==> src/rtl/gray_mem_arbiter_if.sv <==
// gray_mem_arbiter_if
// Bundles the shared gray-image read port and the two requester ports.
//   mem_ready, mem_req, mem_addr, mem_data : memory side (1-cycle read latency)
//   req0/1, addr0/1, gnt0/1                : requester address handshake
//   rvalid0/1, rdata0/1                    : per-port return data
//   busy                                   : arbiter owned or reads in flight
// Modport slave is the arbiter's view; master is the environment's view.
interface gray_mem_arbiter_if #(
  parameter int AW = 14,
  parameter int DW = 8
);
  logic          mem_ready;
  logic          mem_req;
  logic [AW-1:0] mem_addr;
  logic [DW-1:0] mem_data;
  logic          req0;
  logic          req1;
  logic [AW-1:0] addr0;
  logic [AW-1:0] addr1;
  logic          gnt0;
  logic          gnt1;
  logic          rvalid0;
  logic          rvalid1;
  logic [DW-1:0] rdata0;
  logic [DW-1:0] rdata1;
  logic          busy;

  modport slave (
    input  mem_ready, mem_data, req0, req1, addr0, addr1,
    output mem_req, mem_addr, gnt0, gnt1, rvalid0, rvalid1, rdata0, rdata1, busy
  );

  modport master (
    output mem_ready, mem_data, req0, req1, addr0, addr1,
    input  mem_req, mem_addr, gnt0, gnt1, rvalid0, rvalid1, rdata0, rdata1, busy
  );
endinterface

==> src/rtl/gray_mem_arbiter.sv <==
// gray_mem_arbiter
// Shares the single gray-image memory read port between two pixel-fetch
// requesters. Round-robin with bounded ownership: an owner keeps the port
// for up to HOLD back-to-back grants, then yields if the other port waits.
// Grants are combinational; read data returns to the granting port exactly
// three cycles after the grant through a two-stage {valid,id} tag pipe.
// Ports:
//   clk   : clock, rising edge
//   reset : asynchronous, active-high
//   bus   : gray_mem_arbiter_if.slave (memory port, requester ports, busy)
module gray_mem_arbiter #(
  parameter int AW   = 14,
  parameter int DW   = 8,
  parameter int HOLD = 9
) (
  input  logic                 clk,
  input  logic                 reset,
  gray_mem_arbiter_if.slave    bus
);

  localparam logic [3:0] HOLD_C = 4'(HOLD);

  typedef enum logic [1:0] {
    ST_INIT = 2'd0,
    ST_IDLE = 2'd1,
    ST_OWN0 = 2'd2,
    ST_OWN1 = 2'd3
  } state_t;

  state_t        state, state_nxt;
  logic [3:0]    cnt, cnt_nxt;
  logic          last;
  logic          ready_q;

  logic          gnt0_p0, gnt1_p0;
  logic          vld_p0;
  logic          id_p0;
  logic          vld_p1, id_p1;
  logic          mem_req_p1;
  logic [AW-1:0] mem_addr_p1;
  logic          vld_p2, id_p2;
  logic          rvalid0_p3, rvalid1_p3;
  logic [DW-1:0] rdata0_p3, rdata1_p3;

  // Grant counter saturates at HOLD; a saturated owner with no competitor
  // keeps being granted without the count moving.
  function automatic logic [3:0] sat_inc(input logic [3:0] c);
    return (c >= HOLD_C) ? HOLD_C : c + 4'd1;
  endfunction

  always_ff @(posedge clk or posedge reset) begin
    if (reset) begin
      state   <= ST_INIT;
      cnt     <= 4'd0;
      last    <= 1'b1;   // port 0 wins the first tie
      ready_q <= 1'b0;
    end else begin
      state   <= state_nxt;
      cnt     <= cnt_nxt;
      ready_q <= ready_q | bus.mem_ready;  // sticky until reset
      if (vld_p0) last <= id_p0;
    end
  end

  always_comb begin
    state_nxt = state;
    cnt_nxt   = cnt;
    gnt0_p0   = 1'b0;
    gnt1_p0   = 1'b0;
    case (state)
      ST_INIT: begin
        if (ready_q) state_nxt = ST_IDLE;
      end
      ST_IDLE: begin
        // On a tie the port not granted most recently wins.
        if (bus.req0 && (!bus.req1 || last)) begin
          gnt0_p0   = 1'b1;
          state_nxt = ST_OWN0;
          cnt_nxt   = 4'd1;
        end else if (bus.req1) begin
          gnt1_p0   = 1'b1;
          state_nxt = ST_OWN1;
          cnt_nxt   = 4'd1;
        end
      end
      ST_OWN0: begin
        // Owner continues unless it has used its HOLD grants and port 1 waits.
        if (bus.req0 && !(cnt == HOLD_C && bus.req1)) begin
          gnt0_p0 = 1'b1;
          cnt_nxt = sat_inc(cnt);
        end else if (bus.req1) begin
          gnt1_p0   = 1'b1;
          state_nxt = ST_OWN1;
          cnt_nxt   = 4'd1;
        end else begin
          state_nxt = ST_IDLE;
          cnt_nxt   = 4'd0;
        end
      end
      ST_OWN1: begin
        if (bus.req1 && !(cnt == HOLD_C && bus.req0)) begin
          gnt1_p0 = 1'b1;
          cnt_nxt = sat_inc(cnt);
        end else if (bus.req0) begin
          gnt0_p0   = 1'b1;
          state_nxt = ST_OWN0;
          cnt_nxt   = 4'd1;
        end else begin
          state_nxt = ST_IDLE;
          cnt_nxt   = 4'd0;
        end
      end
      default: begin
        state_nxt = ST_INIT;
        cnt_nxt   = 4'd0;
      end
    endcase
  end

  assign vld_p0 = gnt0_p0 | gnt1_p0;
  assign id_p0  = gnt1_p0;

  // Stage p1: memory read issue and tag capture
  always_ff @(posedge clk or posedge reset) begin
    if (reset) begin
      mem_req_p1  <= 1'b0;
      mem_addr_p1 <= '0;
      vld_p1      <= 1'b0;
      id_p1       <= 1'b0;
    end else begin
      mem_req_p1 <= vld_p0;
      vld_p1     <= vld_p0;
      if (vld_p0) begin
        id_p1       <= id_p0;
        mem_addr_p1 <= id_p0 ? bus.addr1 : bus.addr0;
      end
    end
  end

  // Stage p2: tag waits while the memory produces data
  always_ff @(posedge clk or posedge reset) begin
    if (reset) begin
      vld_p2 <= 1'b0;
      id_p2  <= 1'b0;
    end else begin
      vld_p2 <= vld_p1;
      id_p2  <= id_p1;
    end
  end

  // Stage p3: route returned pixel to the tagged port; other port holds
  always_ff @(posedge clk or posedge reset) begin
    if (reset) begin
      rvalid0_p3 <= 1'b0;
      rvalid1_p3 <= 1'b0;
      rdata0_p3  <= '0;
      rdata1_p3  <= '0;
    end else begin
      rvalid0_p3 <= vld_p2 && !id_p2;
      rvalid1_p3 <= vld_p2 &&  id_p2;
      if (vld_p2 && !id_p2) rdata0_p3 <= bus.mem_data;
      if (vld_p2 &&  id_p2) rdata1_p3 <= bus.mem_data;
    end
  end

  assign bus.gnt0     = gnt0_p0;
  assign bus.gnt1     = gnt1_p0;
  assign bus.mem_req  = mem_req_p1;
  assign bus.mem_addr = mem_addr_p1;
  assign bus.rvalid0  = rvalid0_p3;
  assign bus.rvalid1  = rvalid1_p3;
  assign bus.rdata0   = rdata0_p3;
  assign bus.rdata1   = rdata1_p3;
  // Busy covers ownership plus every tag still in the pipe, including the
  // cycle its rvalid is presented.
  assign bus.busy     = (state == ST_OWN0) || (state == ST_OWN1) ||
                        vld_p1 || vld_p2 || rvalid0_p3 || rvalid1_p3;

endmodule

==> src/flat_wrapper.sv <==
// flat-port wrapper written by rule: the top's interface ports become plain ports
module gray_mem_arbiter_flat 
#(
  parameter int AW   = 14,
  parameter int DW   = 8,
  parameter int HOLD = 9
)
  (clk, reset, bus_mem_ready, bus_mem_data, bus_req0, bus_req1, bus_addr0, bus_addr1, bus_mem_req, bus_mem_addr, bus_gnt0, bus_gnt1, bus_rvalid0, bus_rvalid1, bus_rdata0, bus_rdata1, bus_busy);
  gray_mem_arbiter_if #(.AW(AW), .DW(DW)) bus_i ();
  input  logic clk;
  input  logic reset;
  input wire logic [$bits(bus_i.mem_ready)-1:0] bus_mem_ready;
  input wire logic [$bits(bus_i.mem_data)-1:0] bus_mem_data;
  input wire logic [$bits(bus_i.req0)-1:0] bus_req0;
  input wire logic [$bits(bus_i.req1)-1:0] bus_req1;
  input wire logic [$bits(bus_i.addr0)-1:0] bus_addr0;
  input wire logic [$bits(bus_i.addr1)-1:0] bus_addr1;
  output wire logic [$bits(bus_i.mem_req)-1:0] bus_mem_req;
  output wire logic [$bits(bus_i.mem_addr)-1:0] bus_mem_addr;
  output wire logic [$bits(bus_i.gnt0)-1:0] bus_gnt0;
  output wire logic [$bits(bus_i.gnt1)-1:0] bus_gnt1;
  output wire logic [$bits(bus_i.rvalid0)-1:0] bus_rvalid0;
  output wire logic [$bits(bus_i.rvalid1)-1:0] bus_rvalid1;
  output wire logic [$bits(bus_i.rdata0)-1:0] bus_rdata0;
  output wire logic [$bits(bus_i.rdata1)-1:0] bus_rdata1;
  output wire logic [$bits(bus_i.busy)-1:0] bus_busy;
  assign bus_i.mem_ready = bus_mem_ready;
  assign bus_i.mem_data = bus_mem_data;
  assign bus_i.req0 = bus_req0;
  assign bus_i.req1 = bus_req1;
  assign bus_i.addr0 = bus_addr0;
  assign bus_i.addr1 = bus_addr1;
  assign bus_mem_req = bus_i.mem_req;
  assign bus_mem_addr = bus_i.mem_addr;
  assign bus_gnt0 = bus_i.gnt0;
  assign bus_gnt1 = bus_i.gnt1;
  assign bus_rvalid0 = bus_i.rvalid0;
  assign bus_rvalid1 = bus_i.rvalid1;
  assign bus_rdata0 = bus_i.rdata0;
  assign bus_rdata1 = bus_i.rdata1;
  assign bus_busy = bus_i.busy;
  gray_mem_arbiter #(.AW(AW), .DW(DW), .HOLD(HOLD)) u_core (.clk(clk), .reset(reset), .bus(bus_i));
endmodule
==> config.mk <==
export PLATFORM = sky130hd
export DESIGN_NAME = gray_mem_arbiter_flat
export DESIGN_NICKNAME = d
export VERILOG_FILES = /design/src/rtl/gray_mem_arbiter_if.sv /design/src/rtl/gray_mem_arbiter.sv /design/src/flat_wrapper.sv
export SDC_FILE = /design/constraint.sdc
export NUM_CORES = 1
export LEC_CHECK = 0
export BUFFER_PORTS_ARGS = -buffer_cell sky130_fd_sc_hd__buf_4
export CORE_UTILIZATION = 51
export CTS_CLUSTER_SIZE = 14
export DETAILED_ROUTE_END_ITERATION = 12
export GPL_ROUTABILITY_DRIVEN = 0
export PLACE_DENSITY_LB_ADDON = 0.1
export SLEW_MARGIN = 5
export SYNTH_ARGS = -nofsm -noshare
export SYNTH_HDL_FRONTEND = slang
export SYNTH_SLANG_ARGS = --single-unit
==> constraint.sdc <==
create_clock -name clk -period 3.7 [get_ports clk]
set_input_delay 0.185 -clock clk [delete_from_list [all_inputs] [get_ports clk]]
set_output_delay 0.185 -clock clk [all_outputs]
set_load 0.005 [all_outputs]
* After elaboration in Yosys (flattened, before gate mapping)
Index checks and enable logic that the tools add are counted.
** Storage, ports and cells
- Register bits :: 44
- Output and inout port bits :: 36
- Word-level logic and storage cells :: 73
** Cells by class
- $add $sub $neg :: 1
- $lt $le $gt $ge :: 1
- Equal/unequal tests :: 8
- Muxes and demuxes :: 27
- Bitwise operators :: 2
- Reduce and logical (&&, ||, !) cells :: 21
** Operators with widths (count)
- 2-to-1 mux 4 bit :: 5
- 2-to-1 mux 14 bit :: 1
- 2-to-1 mux 2 bit :: 7
- one-hot mux 4 bit (3 select lines) :: 1
- 2-to-1 mux 1 bit :: 10
- one-hot mux 2 bit (4 select lines) :: 1
- logical AND 1 bit :: 7
- logical OR 1 bit :: 6
- one-hot mux 1 bit (3 select lines) :: 2
- adder 4 x 1 -> 4 bit, second input constant :: 1
- equality test 2 bit, second input constant :: 2
- equality test 4 bit, second input constant :: 1
- greater-or-equal comparator 4 bit, second input constant :: 1
- logical NOT 1 bit :: 4
- != test 2 bit, second input constant :: 2
- AND reduction 4 bit :: 1
- != test 3 x 2 -> 1 bit, second input constant :: 1
- nonzero test 3 bit :: 1
- equality test 2 x 1 -> 1 bit, second input constant :: 1
- logical NOT 2 bit :: 1
- != test 2 x 1 -> 1 bit, second input constant :: 1
- bitwise OR 1 bit :: 2
- AND reduction 2 bit :: 1

* Logic depth before layout (Yosys ltp)
Gate-level depths: netlist (run 1).
- Depth in word-level cells :: 7
- Mapped depth :: 7

* Worst setup path after synthesis (run 1)
No wires, ideal clock.
- Kind :: register to register
- Start point :: reg u_core.cnt[0]
- End point :: reg u_core.mem_addr_p1[0] (netlist: u_core.bus.mem_addr[0])
- Library setup time :: 0.126 ns
- Arrival :: 1.609 ns
- Required time :: 3.574 ns
- Path slack :: 1.965 ns
- Cell stages (with the launch flop) :: 7
- Path buffers :: 1
- Cells stage by stage :: dfrtp_1 > ha_1 > nand3b_4 > mux2i_1 > a221oi_4 > buf_6 > a221o_1
** On the way
- Cells in the longest elaborated chain, start to end :: 7
- Elaborated cells on any way between the ends :: 15
- Classes of those cells :: 1 x eq/ne; 7 x mux; 1 x bitwise; 6 x reduce/logical
** RTL lines
- start, declared :: line gray_mem_arbiter.sv:31 : logic [3:0] cnt, cnt_nxt;
- start signal, assigned :: line gray_mem_arbiter.sv:59 : cnt <= cnt_nxt;
- equality test 4 bit * :: line gray_mem_arbiter.sv:88, gray_mem_arbiter.sv:101
- logical AND 1 bit, on equally long branches :: line gray_mem_arbiter.sv:101, gray_mem_arbiter.sv:88
- logical NOT 1 bit, on equally long branches :: line gray_mem_arbiter.sv:101, gray_mem_arbiter.sv:88
- logical AND 1 bit, on equally long branches :: line gray_mem_arbiter.sv:101, gray_mem_arbiter.sv:88
- 2-to-1 mux 1 bit, on equally long branches :: line gray_mem_arbiter.sv:101, gray_mem_arbiter.sv:88
- one-hot mux 1 bit (3 select lines) * :: line gray_mem_arbiter.sv:70 : case (state)
- named net bus_gnt0 :: line flat_wrapper.sv:20 : output wire logic [$bits(bus_i.gnt0)-1:0] bus_gnt0;
- bitwise OR 1 bit * :: line gray_mem_arbiter.sv:120 : assign vld_p0 = gnt0_p0 | gnt1_p0;
- end signal, assigned :: line gray_mem_arbiter.sv:135 : mem_addr_p1 <= id_p0 ? bus.addr1 : bus.addr0;
- end, declared :: line gray_mem_arbiter.sv:40 : logic [AW-1:0] mem_addr_p1;
Mark *: on every way through the listed nets, which the timed path passes. The rest lies on a longest branch.
A chain may end at the register's enable or synchronous reset.

* Worst setup path after layout (run 1)
- Start point :: reg u_core.cnt[1]
- End point :: out bus_gnt0
** On the way
- Cells in the longest elaborated chain, start to end :: 6
- Elaborated cells on any way between the ends :: 10
- Classes of those cells :: 1 x eq/ne; 3 x mux; 6 x reduce/logical
** RTL lines (line)
- equality test 4 bit * :: gray_mem_arbiter.sv:88, gray_mem_arbiter.sv:101
- logical AND 1 bit, on equally long branches :: gray_mem_arbiter.sv:101, gray_mem_arbiter.sv:88
- logical NOT 1 bit, on equally long branches :: gray_mem_arbiter.sv:101, gray_mem_arbiter.sv:88
- logical AND 1 bit, on equally long branches :: gray_mem_arbiter.sv:101, gray_mem_arbiter.sv:88
- 2-to-1 mux 1 bit, on equally long branches :: gray_mem_arbiter.sv:101, gray_mem_arbiter.sv:88
- one-hot mux 1 bit (3 select lines) * :: gray_mem_arbiter.sv:70
- end, declared :: flat_wrapper.sv:20
Every way passes the cells marked *; elsewhere a longest branch is shown, timed or not.

==> impl_metrics.toml, run 1 <==
[global_routing]
grt-ovfl-total = 0
track_usage_pct = 22.1
first_global_vias = 1519
grt_pass1_wl_mm = 6.75
grt_max_degree = 45
antenna_found_initial = 0

[clocking]
cts_tree = "yes"
cts_sinks = 44
insertion_delay_ns = 0.29
path_clk_slew_ns = 0.08
post_cts_buffers = 0
cts_htree_levels = 2
hold_buffers = 0
cts_buffers = 5
clock_tree.root_cell = "clkbuf_8"
cts-resized-gates = 0
cts_buffer_depth = 2

[logic_synthesis]
synth_nets = 190
async_flop_share_pct = 100
synth_edf_count = 0
ys_warn_count = 0
yosysUniqueCellTypes = 30
ys_seq_elements = 44
synth.yosys.seq_area_share_pct = 57.9
netlist_area_um2 = 1900
ys.flop_type = "dfrtp_1"
syn-mean-instance-area_um2 = 13.0
synthCells = 146

[final_layout]
fillers = 238
multi_input_area_um2 = 712
mostFrequentLayoutCells = "77 x buf_4, 43 x dfrtp_1, 16 x mux2_2, 15 x and2_1, 14 x a221o_1"
final_common_cell = "buf_4"
syn2layout_area_growth_pct = 36.4
drive_gt1_share_pct = 47.6
seq_area_um2 = 1100
fin_nets = 268
n_antenna_cell = 0

[sta]
fmax_ghz = 0.413
fin_skew_ns = 0.00191
rsz0062_at_grt = "false"
min_period_ns = 2.42
slew_headroom_pct = 23.7
setup_viol_count_final = 0
hold_viol_final = 0
timing.final.crit_share_pct = 65.4
tightest_slew_ns = 1.14
drv_slew = 0
setup_tns_ns = 0

[route]
wl_per_cell_um = 14.2
ant_nets = 0
first_pass_iters = 4
drt_iter0_markers = 44
wl_mm = 3.84
remaining_drc_errors = 0
vias = 1449
viasPerCell = 5.35

[setup_path]
cp-start-kind = "flop"
cp.required_ns = 3.51
worstPathArrival_ns = 2.24
critPathSlowestCell = "a221oi_4"
end_kind = "output port"
path_class = "reg2out"
path_max_fanout = 18
crit_buf_inv = 2
path_cells = "inv_1 > ha_1 > nand3b_4 > mux2i_1 > a221oi_4 > buf_4"
cp_top_family = "compound AO/OA/AOI/OAI gates"
cpPeakStageDelay_ns = 0.69

[power_and_ir_drop]
power_density_nw_per_um2 = 526
p_leak_nw = 1.28
ir_drop_mv = 0.280
power_mw = 1.37

[die]
core-area_um2 = 3440
fp.dieH_um = 63.1
start_util_pct = 55.3
rows = 21
dieWidth_um = 63.1
dieArea_um2 = 3980
io-pin-count = 77

[placed_design]
dp_hpwl_mm = 2.83
io_buffers = 76

[run_status]
status = "finished clean"

[hold_path]
min_path_type = "in2async"

[run]
maxCapViolCount = 0
## final cells by class
cell class / instances / share of cell area, %
tap: 46 / 2.22
clock inverter: 2 / 0.578
clock buffer: 6 / 3.18
inverter: 13 / 1.88
multi-input combinational: 83 / 27.4
sequential: 44 / 42.5
timing repair buffer: 77 / 22.3
## routing by layer
| layer | global-route usage, % | vias up | share of wire [%] |
|---|---|---|---|
| li1 | - | 674 | - |
| met1 | 25.2 | 711 | 39 |
| met2 | 38.2 | 57 | 53 |
| met3 | 6.16 | 7 | 6.5 |
| met4 | 10.2 | 0 | 1.4 |
| met5 | 0 | - | 0 |
## synthesized netlist by cell type (2+ instances only)
cell      number  area (um2)
ha_1           3        37.5
a211oi_1       2        15.0
inv_1         12        45.0
a21oi_1        3        15.0
mux2_2        16         180
nand2_1        6        22.5
clkbuf_1       2        7.51
o21ai_0        3        15.0
and2_1        15        93.8
o21bai_1       3        22.5
nand2b_1       2        12.5
buf_6          2        22.5
dfrtp_1       43        1080
buf_2          2        10.0
a31oi_1        2        12.5
a221o_1       14         140
mux2i_1        3        30.0
## power breakdown
group          switching, mW  internal [mW]
logic                  0.155          0.247
clock network          0.154          0.151
registers             0.0681          0.591
## tightest hold or removal path: cells and delay by family
kind,cells,cell delay [ns]
buffers and inverters,3,0.58
## registers in the layout, indices dropped and copies added (netlist names), 2 cells and up
name / flops
u_core.state: 2
u_core.bus.mem_addr: 14
u_core.bus.rdata1: 8
u_core.cnt: 4
u_core.bus.rdata0: 8
## worst paths after layout
path,slack [ns],cells after the start,endpoint,start
hold / removal,0.02,3,u_core.bus.mem_addr[10]$_DFFE_PP0P_,reset
setup reg to reg,1.64,6,u_core.bus.mem_addr[2]$_DFFE_PP0P_,u_core.cnt[1]$_DFFE_PP0P_
setup / recovery,1.28,6,bus_gnt0,u_core.cnt[1]$_DFFE_PP0P_
max in group asynchronous,3.32,3,u_core.last$_DFFE_PP1P_,reset
min in group clk,0.08,2,u_core.ready_q$_DFF_PP0_,bus_mem_ready
hold reg to reg,0.40,0,u_core.id_p2$_DFF_PP0_,u_core.id_p1$_DFFE_PP0P_
## metrics by stage
step,instances,setup WS [ns],hold WS [ns],instance area [um2],util [%]
floorplan,146,1.97,0.294,1900,-
global placement,263,1.71,0.339,2500,72.6
detailed placement,263,1.59,0.348,2500,72.6
CTS,271,1.25,0.0306,2600,75.4
global route,271,1.11,0.0723,2600,75.4
finish,271,1.28,0.0177,2600,75.4
## kinds of logic after synthesis
| group | share of synthesized area, % |
|---|---|
| adders and majority gates | 1.97 |
| muxes | 11.0 |
| DFF | 57.9 |
| buffers and inverters | 4.67 |
| AOI/OAI and AO/OA | 15.0 |
| and+or+nand+nor | 9.40 |
No activity file was read; power rests on OpenSTA's default activity.
==> run 2: changes to the inputs <==
--- a/config.mk
+++ b/config.mk
@@ -6,7 +6,7 @@
 export NUM_CORES = 1
 export LEC_CHECK = 0
 export BUFFER_PORTS_ARGS = -buffer_cell sky130_fd_sc_hd__buf_4
-export CORE_UTILIZATION = 51
+export CORE_UTILIZATION = 43
 export CTS_CLUSTER_SIZE = 14
 export DETAILED_ROUTE_END_ITERATION = 12
 export GPL_ROUTABILITY_DRIVEN = 0
==> constraint.sdc (replaced) <==
create_clock -name clk -period 2 [get_ports clk]
set_input_delay 0.1 -clock clk [delete_from_list [all_inputs] [get_ports clk]]
set_output_delay 0.1 -clock clk [all_outputs]
set_load 0.005 [all_outputs]
==> impl_metrics.toml, run 2 (synthesis results as in run 1) <==
[run_status]
status = "finished clean"

[final_layout]
n_antenna_cell = 0
mostFrequentLayoutCells = "81 x buf_4, 43 x dfrtp_1, 16 x mux2_2, 15 x and2_1, 14 x a221o_1"
largest_reg_flops = 14
final_common_cell = "buf_4"
fin_nets = 276
design_area_um2 = 2710
drive_gt1_share_pct = 50.2
syn2layout_area_growth_pct = 42.6

[die]
start_util_pct = 46.2
dieWidth_um = 68.5
dieArea_um2 = 4700
fp.dieH_um = 68.5
io-pin-count = 77
rows = 23
core-area_um2 = 4120

[sta]
drv_slew = 0
hold_viol_final = 0
rsz0062_at_grt = "true"
min_period_ns = 1.91
fin_hold_ws_ns = 0.00274
slew_headroom_pct = 39.4
tightest_slew_ns = 0.907
fmax_ghz = 0.524
setup_viol_count_final = 0
fin_skew_ns = 0.00926
timing.final.crit_share_pct = 95.4

[clocking]
cts_buffer_depth = 2
path_clk_slew_ns = 0.09
cts_sinks = 44
cts_tree = "yes"
insertion_delay_ns = 0.30
clock_tree.root_cell = "clkbuf_8"
cts_htree_levels = 2
cts_buffers = 5

[route]
first_pass_iters = 4
remaining_drc_errors = 0
viasPerCell = 5.28
wl_mm = 4.46
drt_iter0_markers = 67
ant_nets = 0
vias = 1494
wl_per_cell_um = 15.7

[global_routing]
grt_pass1_wl_mm = 6.73
grt-ovfl-total = 0
first_global_vias = 1469
antenna_found_initial = 0
grt_max_degree = 45
track_usage_pct = 20.1

[placed_design]
io_buffers = 76
place_area_um2 = 2530
dp_hpwl_mm = 3.17

[setup_path]
cpPeakStageDelay_ns = 0.41
end_kind = "output port"
cp-start-kind = "flop"
path_max_fanout = 3
cp_top_family = "flip-flops"
path_class = "reg2out"
crit_buf_inv = 3
critPathSlowestCell = "dfrtp_1"
cp.required_ns = 1.90
path_cells = "inv_1 > ha_2 > nand3b_4 > mux2i_1 > a221oi_4 > buf_6 > buf_4"
worstPathArrival_ns = 1.81

[power_and_ir_drop]
ir_drop_mv = 0.486
p_leak_nw = 1.34
power_mw = 2.73
power_density_nw_per_um2 = 1000

[run]
maxCapViolCount = 0

[hold_path]
min_path_type = "in2async"
==> run 2: cell count changes in the layout (fill, tap and decap cells not counted), sizes merged <==
cell | previous run | this run
clkinvlp | 2 | 0
buf | 77 | 84
bufinv | 0 | 1
dlygate4sd3 | 0 | 1
inv | 12 | 13
==> run 2: path summary, 6_finish.rpt <==
check / startpoint / end / slack [ns] / depth (start not counted)
worst max-delay path: u_core.cnt[1]$_DFFE_PP0P_ / bus_gnt0 / 0.09 / 7
worst min-delay path: reset / u_core.vld_p2$_DFF_PP0_ / 0.003 / 2
worst max register to register: u_core.cnt[1]$_DFFE_PP0P_ / u_core.bus.mem_addr[1]$_DFFE_PP0P_ / 0.10 / 8
worst min register to register: u_core.id_p1$_DFFE_PP0P_ / u_core.id_p2$_DFF_PP0_ / 0.39 / 0
max in group asynchronous: reset / u_core.state[0]$_DFFE_PP0P_ / 1.43 / 2
min in group clk: bus_addr1[8] / u_core.bus.mem_addr[8]$_DFFE_PP0P_ / 0.03 / 2
==> run 2: per-stage QoR <==
step	worst slack [ns]	cells	utilization [%]	setup TNS, ns
detailed placement	0.150	271	61.6	0
CTS	0.0210	282	65.3	0
floorplan	0.265	146	-	0
global placement	0.228	271	61.6	0
finish	0.0921	283	65.9	0
global route	-0.00645	283	65.9	-0.00645
==> run 2: cell type report <==
| type | instances | area [um2] |
|---|---|---|
| clock inverter | 2 | 38.8 |
| clock buffer | 6 | 82.6 |
| tap | 50 | 62.6 |
| multi-input combinational | 83 | 718 |
| sequential | 44 | 1100 |
| timing repair buffer | 85 | 661 |
| fill | 310 | 1400 |
| inverter | 13 | 48.8 |
==> run 2: metal layers <==
layer | part of all wire (%) | track usage, %
met1 | 42 | 24.1
met4 | 1.4 | 8.59
met2 | 51 | 34.2
met5 | 0 | 0
met3 | 5.2 | 4.93
==> run 2: power breakdown <==
group / internal (mW) / switching (mW) / leakage, nW
sequential: 1.09 / 0.131 / 0.518
combinational: 0.490 / 0.301 / 0.764
clock: 0.408 / 0.303 / 0.0614
total: 1.99 / 0.735 / 1.34
==> run 2: timing repair <==
action,4_1_cts,5_1_grt
hold buffers,1,0
gates resized for setup,2,2
endpoints found under the setup margin,2,16
buffers inserted,2,1
hold endpoints to repair,1,0
==> run 2: worst register-to-register path, cell delays in order (launching register included) <==
cell and delay (ns):
dfrtp_1 0.41, inv_1 0.11, ha_2 0.21, nand3b_4 0.10
mux2i_1 0.24, a221oi_4 0.10, buf_6 0.14, buf_12 0.13
a221o_1 0.35
